## src/rtl/fp_add_sequencer_if.sv

```systemverilog
// Host-side handshake bundle for fp_add_sequencer: start/operands in, busy/valid/result/flags out.
`timescale 1ns/1ps
interface fp_add_sequencer_if;
  logic        Inicio;
  logic [31:0] Op_A;
  logic [31:0] Op_B;
  logic        Ocupado;
  logic        Valido;
  logic [31:0] Resultado;
  logic        Overflow;
  logic        Invalido;

  modport master (
    output Inicio, Op_A, Op_B,
    input  Ocupado, Valido, Resultado, Overflow, Invalido
  );

  modport slave (
    input  Inicio, Op_A, Op_B,
    output Ocupado, Valido, Resultado, Overflow, Invalido
  );
endinterface

```

## src/rtl/fp_add_sequencer.sv

```systemverilog
// Multi-cycle IEEE-754 single-precision add/sub controller driving an external
// sign-magnitude mantissa Adder: unpack, align, add, normalize, round, pack.
`timescale 1ns/1ps
module fp_add_sequencer #(
  parameter logic [31:0] NAN_CANON = 32'h7FC00000
) (
  input  logic                clk,
  input  logic                rst_n,
  fp_add_sequencer_if.slave   bus,
  output logic                SignoA_o,
  output logic                SignoB_o,
  output logic [25:0]         Mantissa_A_o,
  output logic [25:0]         Mantissa_B_o,
  input  logic [26:0]         Suma_resul_i,
  input  logic                Signo_sum_i
);

  typedef enum logic [2:0] {IDLE, UNPACK, ALIGN, ADD, NORM, ROUND, DONE} state_t;

  state_t      state;
  logic [31:0] op_a, op_b;
  logic        sa, sb;
  logic [7:0]  ea, eb;
  logic [25:0] ma, mb;
  logic        sticky;
  logic [8:0]  exp_w;
  logic [26:0] sum;
  logic        sgn;
  logic [31:0] res_w;
  logic        ovf_w, inv_w;

  // Special-operand classification of the captured operands
  logic        a_nan, b_nan, a_inf, b_inf, a_zero, b_zero, special;
  logic [31:0] spec_res;
  logic        spec_inv;
  always_comb begin
    a_nan   = (op_a[30:23] == 8'hFF) && (op_a[22:0] != '0);
    b_nan   = (op_b[30:23] == 8'hFF) && (op_b[22:0] != '0);
    a_inf   = (op_a[30:23] == 8'hFF) && (op_a[22:0] == '0);
    b_inf   = (op_b[30:23] == 8'hFF) && (op_b[22:0] == '0);
    a_zero  = (op_a[30:23] == '0);
    b_zero  = (op_b[30:23] == '0);
    special = a_nan | b_nan | a_inf | b_inf | a_zero | b_zero;
    spec_inv = 1'b0;
    if (a_nan || b_nan) begin
      spec_res = NAN_CANON;
      spec_inv = 1'b1;
    end else if (a_inf && b_inf && (op_a[31] != op_b[31])) begin
      spec_res = NAN_CANON;
      spec_inv = 1'b1;
    end else if (a_inf) begin
      spec_res = op_a;
    end else if (b_inf) begin
      spec_res = op_b;
    end else if (a_zero && b_zero) begin
      spec_res = {op_a[31] & op_b[31], 31'b0};
    end else if (a_zero) begin
      spec_res = op_b;
    end else begin
      spec_res = op_a;
    end
  end

  // Single-cycle alignment of the smaller-exponent mantissa with sticky collection
  logic        a_big;
  logic [7:0]  diff;
  logic [25:0] m_small, al_mant;
  logic [51:0] wide;
  logic        al_sticky;
  always_comb begin
    a_big   = (ea >= eb);
    diff    = a_big ? (ea - eb) : (eb - ea);
    m_small = a_big ? mb : ma;
    wide    = {m_small, 26'b0} >> diff;
    if (diff >= 8'd26) begin
      al_mant   = '0;
      al_sticky = |m_small;
    end else begin
      al_mant   = wide[51:26];
      al_sticky = |wide[25:0];
    end
  end

  // Round-to-nearest-even on the normalized sum
  logic        inc;
  logic [24:0] rnd;
  logic [8:0]  r_exp;
  logic [22:0] r_frac;
  always_comb begin
    inc    = sum[1] & (sum[0] | sticky | sum[2]);
    rnd    = {1'b0, sum[25:2]} + {24'b0, inc};
    r_exp  = exp_w + {8'b0, rnd[24]};
    r_frac = rnd[24] ? rnd[23:1] : rnd[22:0];
  end

  // Operation sequencer with registered handshake, result and Adder drive
  always_ff @(posedge clk or negedge rst_n) begin
    if (!rst_n) begin
      state         <= IDLE;
      op_a          <= '0;
      op_b          <= '0;
      sa            <= 1'b0;
      sb            <= 1'b0;
      ea            <= '0;
      eb            <= '0;
      ma            <= '0;
      mb            <= '0;
      sticky        <= 1'b0;
      exp_w         <= '0;
      sum           <= '0;
      sgn           <= 1'b0;
      res_w         <= '0;
      ovf_w         <= 1'b0;
      inv_w         <= 1'b0;
      SignoA_o      <= 1'b0;
      SignoB_o      <= 1'b0;
      Mantissa_A_o  <= '0;
      Mantissa_B_o  <= '0;
      bus.Ocupado   <= 1'b0;
      bus.Valido    <= 1'b0;
      bus.Resultado <= '0;
      bus.Overflow  <= 1'b0;
      bus.Invalido  <= 1'b0;
    end else begin
      bus.Valido <= 1'b0;
      case (state)
        IDLE: begin
          if (bus.Inicio) begin
            op_a        <= bus.Op_A;
            op_b        <= bus.Op_B;
            bus.Ocupado <= 1'b1;
            state       <= UNPACK;
          end
        end
        UNPACK: begin
          sa <= op_a[31];
          sb <= op_b[31];
          ea <= op_a[30:23];
          eb <= op_b[30:23];
          ma <= {1'b1, op_a[22:0], 2'b00};
          mb <= {1'b1, op_b[22:0], 2'b00};
          if (special) begin
            res_w <= spec_res;
            inv_w <= spec_inv;
            ovf_w <= 1'b0;
            state <= DONE;
          end else begin
            state <= ALIGN;
          end
        end
        ALIGN: begin
          Mantissa_A_o <= a_big ? ma : mb;
          SignoA_o     <= a_big ? sa : sb;
          Mantissa_B_o <= al_mant;
          SignoB_o     <= a_big ? sb : sa;
          sticky       <= al_sticky;
          exp_w        <= {1'b0, a_big ? ea : eb};
          state        <= ADD;
        end
        ADD: begin
          sum   <= Suma_resul_i;
          sgn   <= Signo_sum_i;
          state <= NORM;
        end
        NORM: begin
          if (sum == '0) begin
            res_w <= '0;
            ovf_w <= 1'b0;
            inv_w <= 1'b0;
            state <= DONE;
          end else if (sum[26]) begin
            sum    <= {1'b0, sum[26:1]};
            sticky <= sticky | sum[0];
            exp_w  <= exp_w + 9'd1;
            state  <= ROUND;
          end else if (sum[25]) begin
            state <= ROUND;
          end else if (exp_w <= 9'd1) begin
            // the next left shift would take the exponent to 0: flush
            res_w <= {sgn, 31'b0};
            ovf_w <= 1'b0;
            inv_w <= 1'b0;
            state <= DONE;
          end else begin
            sum   <= {sum[25:0], 1'b0};
            exp_w <= exp_w - 9'd1;
          end
        end
        ROUND: begin
          inv_w <= 1'b0;
          if (r_exp >= 9'd255) begin
            res_w <= {sgn, 8'hFF, 23'b0};
            ovf_w <= 1'b1;
          end else begin
            res_w <= {sgn, r_exp[7:0], r_frac};
            ovf_w <= 1'b0;
          end
          state <= DONE;
        end
        DONE: begin
          bus.Resultado <= res_w;
          bus.Overflow  <= ovf_w;
          bus.Invalido  <= inv_w;
          bus.Valido    <= 1'b1;
          bus.Ocupado   <= 1'b0;
          state         <= IDLE;
        end
        default: state <= IDLE;
      endcase
    end
  end

endmodule

```

## src/flat_wrapper.sv

```systemverilog
// flat-port wrapper written by rule: the top's interface ports become plain ports
module fp_add_sequencer_flat 
#(
  parameter logic [31:0] NAN_CANON = 32'h7FC00000
)
  (clk, rst_n, SignoA_o, SignoB_o, Mantissa_A_o, Mantissa_B_o, Suma_resul_i, Signo_sum_i, bus_Inicio, bus_Op_A, bus_Op_B, bus_Ocupado, bus_Valido, bus_Resultado, bus_Overflow, bus_Invalido);
  fp_add_sequencer_if bus_i ();
  input  logic clk;
  input  logic rst_n;
  output logic SignoA_o;
  output logic SignoB_o;
  output logic [25:0] Mantissa_A_o;
  output logic [25:0] Mantissa_B_o;
  input  logic [26:0] Suma_resul_i;
  input  logic Signo_sum_i;
  input wire logic [$bits(bus_i.Inicio)-1:0] bus_Inicio;
  input wire logic [$bits(bus_i.Op_A)-1:0] bus_Op_A;
  input wire logic [$bits(bus_i.Op_B)-1:0] bus_Op_B;
  output wire logic [$bits(bus_i.Ocupado)-1:0] bus_Ocupado;
  output wire logic [$bits(bus_i.Valido)-1:0] bus_Valido;
  output wire logic [$bits(bus_i.Resultado)-1:0] bus_Resultado;
  output wire logic [$bits(bus_i.Overflow)-1:0] bus_Overflow;
  output wire logic [$bits(bus_i.Invalido)-1:0] bus_Invalido;
  assign bus_i.Inicio = bus_Inicio;
  assign bus_i.Op_A = bus_Op_A;
  assign bus_i.Op_B = bus_Op_B;
  assign bus_Ocupado = bus_i.Ocupado;
  assign bus_Valido = bus_i.Valido;
  assign bus_Resultado = bus_i.Resultado;
  assign bus_Overflow = bus_i.Overflow;
  assign bus_Invalido = bus_i.Invalido;
  fp_add_sequencer #(.NAN_CANON(NAN_CANON)) u_core (.clk(clk), .rst_n(rst_n), .bus(bus_i), .SignoA_o(SignoA_o), .SignoB_o(SignoB_o), .Mantissa_A_o(Mantissa_A_o), .Mantissa_B_o(Mantissa_B_o), .Suma_resul_i(Suma_resul_i), .Signo_sum_i(Signo_sum_i));
endmodule
```

## config.mk

```make
export PLATFORM = sky130hd
export DESIGN_NAME = fp_add_sequencer_flat
export DESIGN_NICKNAME = d
export VERILOG_FILES = /design/src/rtl/fp_add_sequencer_if.sv /design/src/rtl/fp_add_sequencer.sv /design/src/flat_wrapper.sv
export SDC_FILE = /design/constraint.sdc
export NUM_CORES = 1
export LEC_CHECK = 0
export CAP_MARGIN = 20
export CORE_MARGIN = 2
export CORE_UTILIZATION = 50
export DETAILED_ROUTE_END_ITERATION = 10
export PLACE_DENSITY = 0.72
export SLEW_MARGIN = 30
export SYNTH_ARGS = -nofsm -noshare
export SYNTH_HDL_FRONTEND = slang
export SYNTH_SLANG_ARGS = --single-unit
```

## constraint.sdc

```tcl
create_clock -name clk -period 4.4 [get_ports clk]
set_input_delay 1.1 -clock clk [delete_from_list [all_inputs] [get_ports clk]]
set_output_delay 1.1 -clock clk [all_outputs]
set_load 0.05 [all_outputs]
```

# After elaboration in Yosys (flattened, before gate mapping)

Cells that the tools add are included.

Output and inout port bits: 90
Register bits: 295
Word-level logic and storage cells: 151
Bits of input ports: 95

Bitwise logic cells: 9
Shift-type cells: 1
Mux-type cells: 56
Equality and inequality tests: 19
Add/sub/neg operators: 6
Magnitude comparators: 4
Reduce and logical (&&, ||, !) cells: 30

Operators with widths:

| operator                                     | number |
|---|---|
| two-way mux 32 bit                           | 11 |
| two-way mux 26 bit                           | 4 |
| one-hot mux 32 bit (3 select lines)          | 1 |
| two-way mux 27 bit                           | 3 |
| one-hot mux 27 bit (2 select lines)          | 1 |
| OR reduction 26 bit                          | 2 |
| right shift 52 x 8 -> 52 bit                 | 1 |
| logical NOT 23 bit                           | 2 |
| nonzero test 23 bit                          | 2 |
| two-way mux 9 bit                            | 4 |
| two-way mux 31 bit                           | 1 |
| logical NOT 27 bit                           | 1 |
| adder 24 x 1 -> 25 bit                       | 1 |
| two-way mux 23 bit                           | 1 |
| two-way mux 3 bit                            | 6 |
| one-hot mux 3 bit (6 select lines)           | 1 |
| one-hot mux 9 bit (2 select lines)           | 1 |
| equality test 8 bit (second input constant)  | 2 |
| logical NOT 8 bit                            | 2 |
| two-way mux 1 bit                            | 16 |
| two-way mux 8 bit                            | 2 |
| subtractor 8 bit                             | 2 |
| adder 9 x 1 -> 9 bit                         | 1 |
| adder 9 x 1 -> 9 bit (second input constant) | 1 |
| 28 further kinds                             | 56 |

# Longest topological paths before layout

Gate-level depths: netlist (run 1).

Word-level depth: 9
Mapped depth: 18
Gate-level depth less buffers: 17

# Least setup slack after synthesis (run 1)

No wires, ideal clock.

Path type: register to register
Start: register u_core.sum[11]
End: register u_core.res_w[13]
Required time: 4.281 ns
Stages on the path, launching flop included: 18
Setup time: 0.119 ns
Slack: 0.708 ns
Data arrival time: 3.573 ns
Clock period less this slack: 3.692 ns
Cell sequence: dfrtp_1 clkbuf_1 nand3_1 or2_2 nor4_1 nand3_1 nor2_1 ha_1 ha_1 xor2_1 nand4_1 o41ai_1 a21oi_1 a41oi_1 or3_1 clkbuf_1 o221ai_1 o21a_1

Word-level cells in the longest chain between the ends: 5
Elaborated cells on any way between the ends: 12

Ends and longest elaborated chain:

| element                                    | RTL line                | text |
|---|---|---|
| from (decl)                                | fp_add_sequencer.sv:27  | `logic [26:0] sum;` |
| from (signal assigned)                     | fp_add_sequencer.sv:161 | `sum <= Suma_resul_i;` |
| from (signal assigned)                     | fp_add_sequencer.sv:172 | `sum <= {1'b0, sum[26:1]};` |
| from (signal assigned)                     | fp_add_sequencer.sv:185 | `sum <= {sum[25:0], 1'b0};` |
| adder 24 x 1 -> 25 bit                     | fp_add_sequencer.sv:91  | `rnd = {1'b0, sum[25:2]} + {24'b0, inc};` |
| adder 9 x 1 -> 9 bit                       | fp_add_sequencer.sv:92  | `r_exp = exp_w + {8'b0, rnd[24]};` |
| greater-or-equal comparator 9 x 8 -> 1 bit | fp_add_sequencer.sv:191 | `if (r_exp >= 9'd255) begin` |
| two-way mux 31 bit                         | fp_add_sequencer.sv:191 |  |
| one-hot mux 32 bit (3 select lines)        | fp_add_sequencer.sv:126 | `case (state)` |
| to (signal assigned)                       | fp_add_sequencer.sv:143 | `res_w <= spec_res;` |
| to (signal assigned)                       | fp_add_sequencer.sv:192 | `res_w <= {sgn, 8'hFF, 23'b0};` |
| to (signal assigned)                       | fp_add_sequencer.sv:195 | `res_w <= {sgn, r_exp[7:0], r_frac};` |
| to (decl)                                  | fp_add_sequencer.sv:29  | `logic [31:0] res_w;` |

Several ways; a longest one is shown, not always the timed one.
A chain may end at the register's enable or synchronous reset.

# Worst setup path in the final report (run 1)

Start: register u_core.ea[0]
End: register u_core.sticky

Word-level cells in the longest chain between the ends: 6
Elaborated cells on any way between the ends: 11

Ends and longest elaborated chain:

| element                                                               | RTL line                                       | text |
|---|---|---|
| from (decl)                                                           | fp_add_sequencer.sv:23                         | `logic [7:0] ea, eb;` |
| from (signal assigned)                                                | fp_add_sequencer.sv:138                        | `ea <= op_a[30:23];` |
| subtractor 8 bit or greater-or-equal comparator 8 bit (tied branches) | fp_add_sequencer.sv:72, fp_add_sequencer.sv:71 |  |
| two-way mux 8 bit or two-way mux 26 bit (tied branches)               | fp_add_sequencer.sv:72, fp_add_sequencer.sv:73 |  |
| right shift 52 x 8 -> 52 bit                                          | fp_add_sequencer.sv:74                         | `wide = {m_small, 26'b0} >> diff;` |
| OR reduction 26 bit                                                   | fp_add_sequencer.sv:80                         | `al_sticky = \|wide[25:0];` |
| two-way mux 1 bit *                                                   | fp_add_sequencer.sv:75                         | `if (diff >= 8'd26) begin` |
| one-hot mux 1 bit (2 select lines) *                                  | fp_add_sequencer.sv:126                        |  |
| to (signal assigned)                                                  | fp_add_sequencer.sv:156                        | `sticky <= al_sticky;` |
| to (signal assigned)                                                  | fp_add_sequencer.sv:173                        | `sticky <= sticky \| sum[0];` |
| to (decl)                                                             | fp_add_sequencer.sv:25                         | `logic sticky;` |

Mark *: on every way between the ends. The rest lies on a longest branch, timed or not.

==> load_flow_metrics.sql, run 1 <==
INSERT INTO impl_metrics (metric_group, metric, value, unit) VALUES
('synth', 'synth.top_cell.area_share', '44.1', '%'),
('die', 'die_w', '186', 'um'),
('timing', 'layout_min_cycle_time', '4.07', 'ns'),
('synth', 'seq_area_frac_synth', '44.1', '%'),
('final_layout', 'commonest_non_fill_non_tap_cells_in_the_layout', '303 x sky130_fd_sc_hd__nand2_1, 292 x sky130_fd_sc_hd__dfrtp_1, 181 x sky130_fd_sc_hd__clkdlybuf4s50_1', ''),
('synth', 'synth.yosys.warnings', '0', ''),
('die', 'die-area', '34600', 'um^2'),
('final_layout', 'num-nets-final', '2077', ''),
('setup_path', 'critical_path.n_buffers_inverters', '2', ''),
('clock_tree', 'clock_sinks', '292', ''),
('clock_tree', 'clk_latency', '0.53', 'ns'),
('clock_tree', 'cts_hold_buffers', '0', ''),
('placement', 'dp.final_hpwl', '37800', 'um'),
('global_route', 'grt_pass1_vias', '14600', ''),
('synth', 'synth-edff-count', '0', ''),
('die', 'standard_cell_core_area', '32600', 'um^2'),
('synth', 'async_reset_ff_share', '100', '%'),
('placement', 'placedInstanceArea', '18900', 'um^2'),
('routing', 'first_pass_iters', '7', ''),
('clock_tree', 'htree_num_levels', '2', ''),
('clock_tree', 'tritoncts_clock_tree', 'built', ''),
('routing', 'routed-via-count', '15200', ''),
('setup_path', 'worst_setup_path_end_kind', 'register', ''),
('synth', 'synthesized_instance_count', '1817', ''),
('timing', 'max-slew-margin-rel', '33.1', '%'),
('clock_tree', 'cts.clk_slew.worst_paths', '0.06', 'ns'),
('routing', 'drcViolationCount', '0', ''),
('die', 'num_rows', '66', ''),
('placement', 'dp_slack', '0.265', 'ns'),
('routing', 'wire_per_inst', '21.7', 'um'),
('timing', 'period_share', '92.6', '%'),
('clock_tree', 'clockBufferDepth', '3', ''),
('final_layout', 'layout_commonest_cell', 'sky130_fd_sc_hd__nand2_1', ''),
('timing', 'max_freq', '246', 'MHz'),
('synth', 'synth_area_leaders', 'sky130_fd_sc_hd__dfrtp_1 44%, sky130_fd_sc_hd__mux2_2 8.2%, sky130_fd_sc_hd__nand2_1 6.9%', ''),
('setup_path', 'crit_family', 'compound AO/OA/AOI/OAI gates', ''),
('setup_path', 'timing.critical_path.slowest_stage_cell', 'sky130_fd_sc_hd__or2_1', ''),
('clock_tree', 'post_cts.resized_instances', '0', ''),
('timing', 'unrepaired_setup_endpoints_after_global_routing', 'no', ''),
('global_route', 'grt-ovfl-total', '0', ''),
('timing', 'report.final.setup_viol', '0', ''),
('global_route', 'grt_start_max_net_pins', '99', ''),
('synth', 'synth_flop_cell', 'sky130_fd_sc_hd__dfrtp_1', ''),
('job', 'maxCapViolCount', '0', ''),
('timing', 'worst_clock_skew', '0.0198', 'ns'),
('setup_path', 'setup.worst_path.start_class', 'register', ''),
('final_layout', 'area_of_all_placed_cells_without_fillers', '20100', 'um^2'),
('timing', 'fin_tns_setup', '0', 'ns'),
('timing', 'final-max-slew-violation-count', '0', ''),
('placement', 'port_buffers', '182', ''),
('setup_path', 'crit_fanout', '27', ''),
('setup_path', 'cp_data_arrival_time', '4.51', 'ns'),
('routing', 'first_iter_violations', '1614', ''),
('die', 'initial_utilization', '50.8', '%'),
('global_route', 'grt_util_all_layers', '30.7', '%'),
('setup_path', 'crit_required', '4.84', 'ns'),
('global_route', 'grt_first_pass_wirelength', '82700', 'um'),
('timing', 'post-route-worst-setup-slack', '0.327', 'ns'),
('final_layout', 'drive_gt1_share', '13.7', '%'),
('synth', 'post_synth_instance_area', '16600', 'um^2'),
('routing', 'finalWirelength', '52600', 'um'),
('run_status', 'run_status', 'completed', ''),
('synth', 'average_instance_area_after_synthesis', '9.13', 'um^2'),
('final_layout', 'antenna_cells', '0', ''),
('final_layout', 'area_growth_syn_to_layout', '21.3', '%'),
('min_path', 'min_path_type', 'reg2reg', ''),
('setup_path', 'series_of_cell_instances_along_the_critical_path', 'inv_1, ha_1, inv_1, fa_1, nand3_1, nand3_1, a21o_4, a21oi_2, or2_1, a311oi_1, a211oi_1, nor4_1, o221ai_1, a22oi_1, o22ai_1', ''),
('setup_path', 'path_class', 'reg2reg', ''),
('routing', 'detail_route.vias_per_cell', '6.25', ''),
('clock_tree', 'count_of_buffers_added_by_post_cts_timing_repair_for_setup', '0', ''),
('synth', 'ys_types', '79', '');
-- state kept, by name (all words and copies together) (netlist names), 24 cells and up --
name and flops:
u_core.bus.Resultado 32, u_core.op_a 32, u_core.op_b 32, u_core.res_w 32
u_core.sum 27, u_core.Mantissa_B_o 26, u_core.Mantissa_A_o 24, u_core.ma 24
-- through the flow --
stage	hold WS [ns]	cells	utilization, %
final	0.465	2423	61.7
after global routing	0.486	2423	61.7
after CTS	0.471	2422	61.5
after detailed placement	0.458	2363	58.0
after global placement	0.449	2363	58.0
after floorplan	0.435	1818	-
-- per-layer routing --
| layer | routed length, um | GRT usage, % | part of all wire [%] |
|---|---|---|---|
| met3 | 3940 | 4.23 | 7.5 |
| met5 | 0 | 0 | 0 |
| met4 | 2020 | 11.9 | 3.8 |
| met1 | 23100 | 44.7 | 44 |
| met2 | 23500 | 46.4 | 45 |
-- synth_stat cells (all sizes together), types with 15 or more instances --
cell and count:
o221ai 16, inv 35, xnor2 15, nand2 303
mux2i 60, buf 31, mux2 121, nor4 38
nand4 22, a21oi 88, ha 22, xor2 17
o22ai 17, nand3 56, o21ai 176, a31oi 30
nor2 121, clkbuf 106, dfrtp 292, nor3 27
a22o 21, a221o 26, a22oi 29
-- area by class of cell --
class	instances	area (um^2)
Clock buffer	48	985
Clock inverter	11	160
Fill cell	2747	12500
Inverter	36	135
Multi-Input combinational cell	1353	8660
Sequential cell	292	7310
Tap cell	442	553
Timing Repair Buffer	241	2310
-- final timing paths --
| check | start | end | slack [ns] | cells after the start |
|---|---|---|---|---|
| max | u_core.ea[0] | u_core.sticky | 0.33 | 15 |
| min | u_core.res_w[16] | u_core.bus.Resultado[16] | 0.47 | 2 |
| max in group asynchronous | rst_n | u_core.op_a[7] | 2.83 | 2 |
| max reg2reg | u_core.ea[0] | u_core.sticky | 0.33 | 15 |
| min in group asynchronous | rst_n | u_core.op_a[29] | 0.58 | 1 |
| min reg2reg | u_core.res_w[16] | u_core.bus.Resultado[16] | 0.47 | 2 |
-- worst min-delay path, cell delays in order, from the launching register on --
cell	delay [ns]
sky130_fd_sc_hd__dfrtp_1	0.34
sky130_fd_sc_hd__nand2_1	0.05
sky130_fd_sc_hd__nand2_1	0.05
-- cell families after synthesis --
logic type	after synthesis	synth area share (%)
muxes	182	12.0
and+or+nand+nor	628	17.0
DFF	292	44.1
xor gates and xnor gates	32	1.69
adders and majority gates	24	1.90
buffers and inverters	173	4.26
AOI/OAI and AO/OA	485	19.1
other	1	0.0226
Power of run 1 is left out: the tool's default activity adds up to more than one toggle a clock period on the data nets, which glitch-free logic cannot reach.
==> run 2: changes to the inputs <==
CAP_MARGIN = unset   (was 20)
==> results of run 2 <==
Final layout, timing and power as in run 1 (identical DEF).
Power of run 2 is left out for the same reason.
==> variant, RTL diff (settings of run 2) <==
Make the reset (`rst_n`) synchronous in one clocked block.
--- a/src/rtl/fp_add_sequencer.sv
+++ b/src/rtl/fp_add_sequencer.sv
@@ -95,5 +95,5 @@
 
   // Operation sequencer with registered handshake, result and Adder drive
-  always_ff @(posedge clk or negedge rst_n) begin
+  always_ff @(posedge clk) begin
     if (!rst_n) begin
       state         <= IDLE;
Check against the original RTL: differs if rst_n is asserted again (counterexample within 4 cycles, from zero or initial values and one cycle with rst_n low); with rst_n held inactive, the same outputs for 4 cycles.
==> variant against run 2 <==
  * Wire length is 5.2% higher
  * Setup slack got worse by 0.14 ns
  * Die area fell by 1.6%
  * Largest cell class unchanged
  * Synthesized cell count up 17%
  * Utilization shrank 0.47 points
  * Sequential cell count is the same
  * Non-clock buffer count grew 14
  * Critical path type unchanged
  * Synthesized area fell by 1.6%
  * Critical endpoint is now u_core.Mantissa_B_o[9]
  * Highest routed layer unchanged
  * Cell area fell by 1.5%
==> variant: results (changes against run 2) <==
route:
  postRouteAntennaNets: 0  # unchanged
  wire_per_inst_um: 20.5  # was 21.7 um
  drtIter0Drc: 1638  # was 1614
  first_pass_iters: 6  # was 7
  drt-vias-per-instance: 5.94  # was 6.25
worst_hold_path:
  hold_path_class: "flip-flop to flip-flop"  # unchanged
power:
  vdd_drop_max_uv: 314
  p_leak_nw: 7.28
setup_path:
  timing.critical_path.slowest_stage_cell: "mux4_2"  # was or2_1
  worst-endpoint-arrival_ns: 4.64  # was 4.51 ns
  crit_path_max_fanout: 19  # was 27
  slowest_delay_ns: 0.49  # was 0.66 ns
synth:
  netlist_top_cells_area: "dfxtp_1 (36%), nand2_1 (12%), a21boi_0 (8.0%), a21oi_1 (4.2%), mux2i_1 (3.7%)"  # was dfrtp_1 (44%), mux2_2 (8.2%), nand2_1 (6.9%), o21ai_0 (5.2%), mux2i_1 (3.6%)
  synth_common_cells: "nand2_1 (500), dfxtp_1 (292), a21boi_0 (174)"  # was nand2_1 (303), dfrtp_1 (292), o21ai_0 (172)
  yosys.cell_types.count: 72  # was 79
  ys_seq_area_frac: 0.358  # was 0.441
  synth_flop_cell: "dfxtp_1"  # was dfrtp_1
  synth_async_sr_flop_share: 0  # was 1.00
  yosysWarnings: 0  # unchanged
global_route:
  grt_pass1_vias: 14800  # was 14600
  antenna_found_initial: 1  # was 0
  grt_pass1_wl_um: 85300  # was 82700 um
  grt_max_degree: 164  # was 99
  grtUsageTotal: 0.320  # was 0.307
clock_network:
  cts_made_buffers: 34  # unchanged
  path_clk_slew_ns: 0.06  # about the same
  cts-root-buf: "clkbuf_16"  # unchanged
  htreeDepth: 2  # unchanged
  clk_latency_ns: 0.53  # about the same
  cts_buffer_depth: 3  # unchanged
finish:
  layout-drive-gt1-share: 0.0797  # was 0.137
  antenna_cells: 0  # unchanged
  final_nets: 2355  # was 2077
placed_design:
  io_buffer_count: 182  # unchanged
  dp_hpwl_um: 40600  # was 37800 um
  place.gp.congestion: 0.953  # was 0.972
sta:
  skew_ns: 0.0180  # was 0.0198 ns
  max_slew_margin: 0.406  # was 0.331
  setup_violations: 0  # unchanged
outcome:
  outcome: "completed"  # unchanged
variant: changes by cell type after synthesis, moves of 30 or more:
cell / before / now
dfrtp_1: 292 / 0
dfxtp_1: 0 / 292
nand2_1: 303 / 500
a21boi_0: 1 / 174
o21ai_0: 172 / 56
mux2_2: 121 / 26
nor2b_1: 3 / 61
a21oi_1: 85 / 136
clkbuf_1: 106 / 153
o211a_1: 2 / 37
nor3_1: 23 / 53
variant: worst max-delay path: cells and delay by family, from the launching register on:
kind / cells / cell delay (ns)
AO/OA/AOI/OAI: 5 / 1.17
multiplexers: 3 / 1.17
adder cells (fa/ha/maj): 2 / 0.65
flip-flops: 1 / 0.38
AND/OR/NAND/NOR: 2 / 0.29
buffers and inverters: 2 / 0.25
XOR/XNOR: 1 / 0.20
variant: what timing repair did:
action | in CTS | in global routing
resized for setup | 0 | 9
endpoints found under the setup margin | 0 | 24
setup buffers | 0 | 2
variant: kinds of logic after synthesis:
group	count (synthesis)	synth area share
AOI/OAI and AO/OA	573	0.245
xor gates and xnor gates	36	0.0202
adders and majority gates	24	0.0193
buffers and inverters	214	0.0518
DFF	292	0.358
muxes	93	0.0621
other	1	0.000230
and+or+nand+nor	891	0.243
variant: worst paths after layout:
check	from	endpoint	slack (ns)	depth (start not counted)
max reg2reg	u_core.eb[0]	u_core.Mantissa_B_o[9]	0.18	15
min reg2reg	u_core.Mantissa_B_o[10]	u_core.Mantissa_B_o[10]	0.46	2
max	u_core.eb[0]	u_core.Mantissa_B_o[9]	0.18	15
min	u_core.Mantissa_B_o[10]	u_core.Mantissa_B_o[10]	0.46	2
variant: metal layers:
layer	vias to the layer above	track usage	routed length (um)
met5	-	0	0
met4	0	0.127	2250
met3	115	0.0472	3970
met2	708	0.488	24100
met1	7534	0.454	25100
li1	7677	-	-
variant: final cells by class:
type | count | area [um2]
tap | 442 | 553
timing repair buffer | 255 | 2460
clock inverter | 9 | 114
inverter | 34 | 128
sequential | 292 | 5850
clock buffer | 50 | 992
multi-input combinational | 1619 | 9710
fill | 2993 | 12600
variant: power breakdown:
part           internal (mW)  switching [mW]
sequential              3.07           0.504
combinational           1.80            3.35
clock                   1.69            1.13
total                   6.56            4.98
variant: per-stage QoR:
stage | hold WS [ns] | setup WS (ns) | cells | utilization | cell area, um2
after floorplan | 0.438 | 0.393 | 2125 | - | 16300
after global placement | 0.452 | 0.182 | 2639 | 0.575 | 18600
final | 0.462 | 0.185 | 2701 | 0.612 | 19800
after detailed placement | 0.458 | 0.139 | 2639 | 0.575 | 18600
after CTS | 0.465 | 0.143 | 2698 | 0.609 | 19700
after global routing | 0.491 | 0.00292 | 2701 | 0.612 | 19800
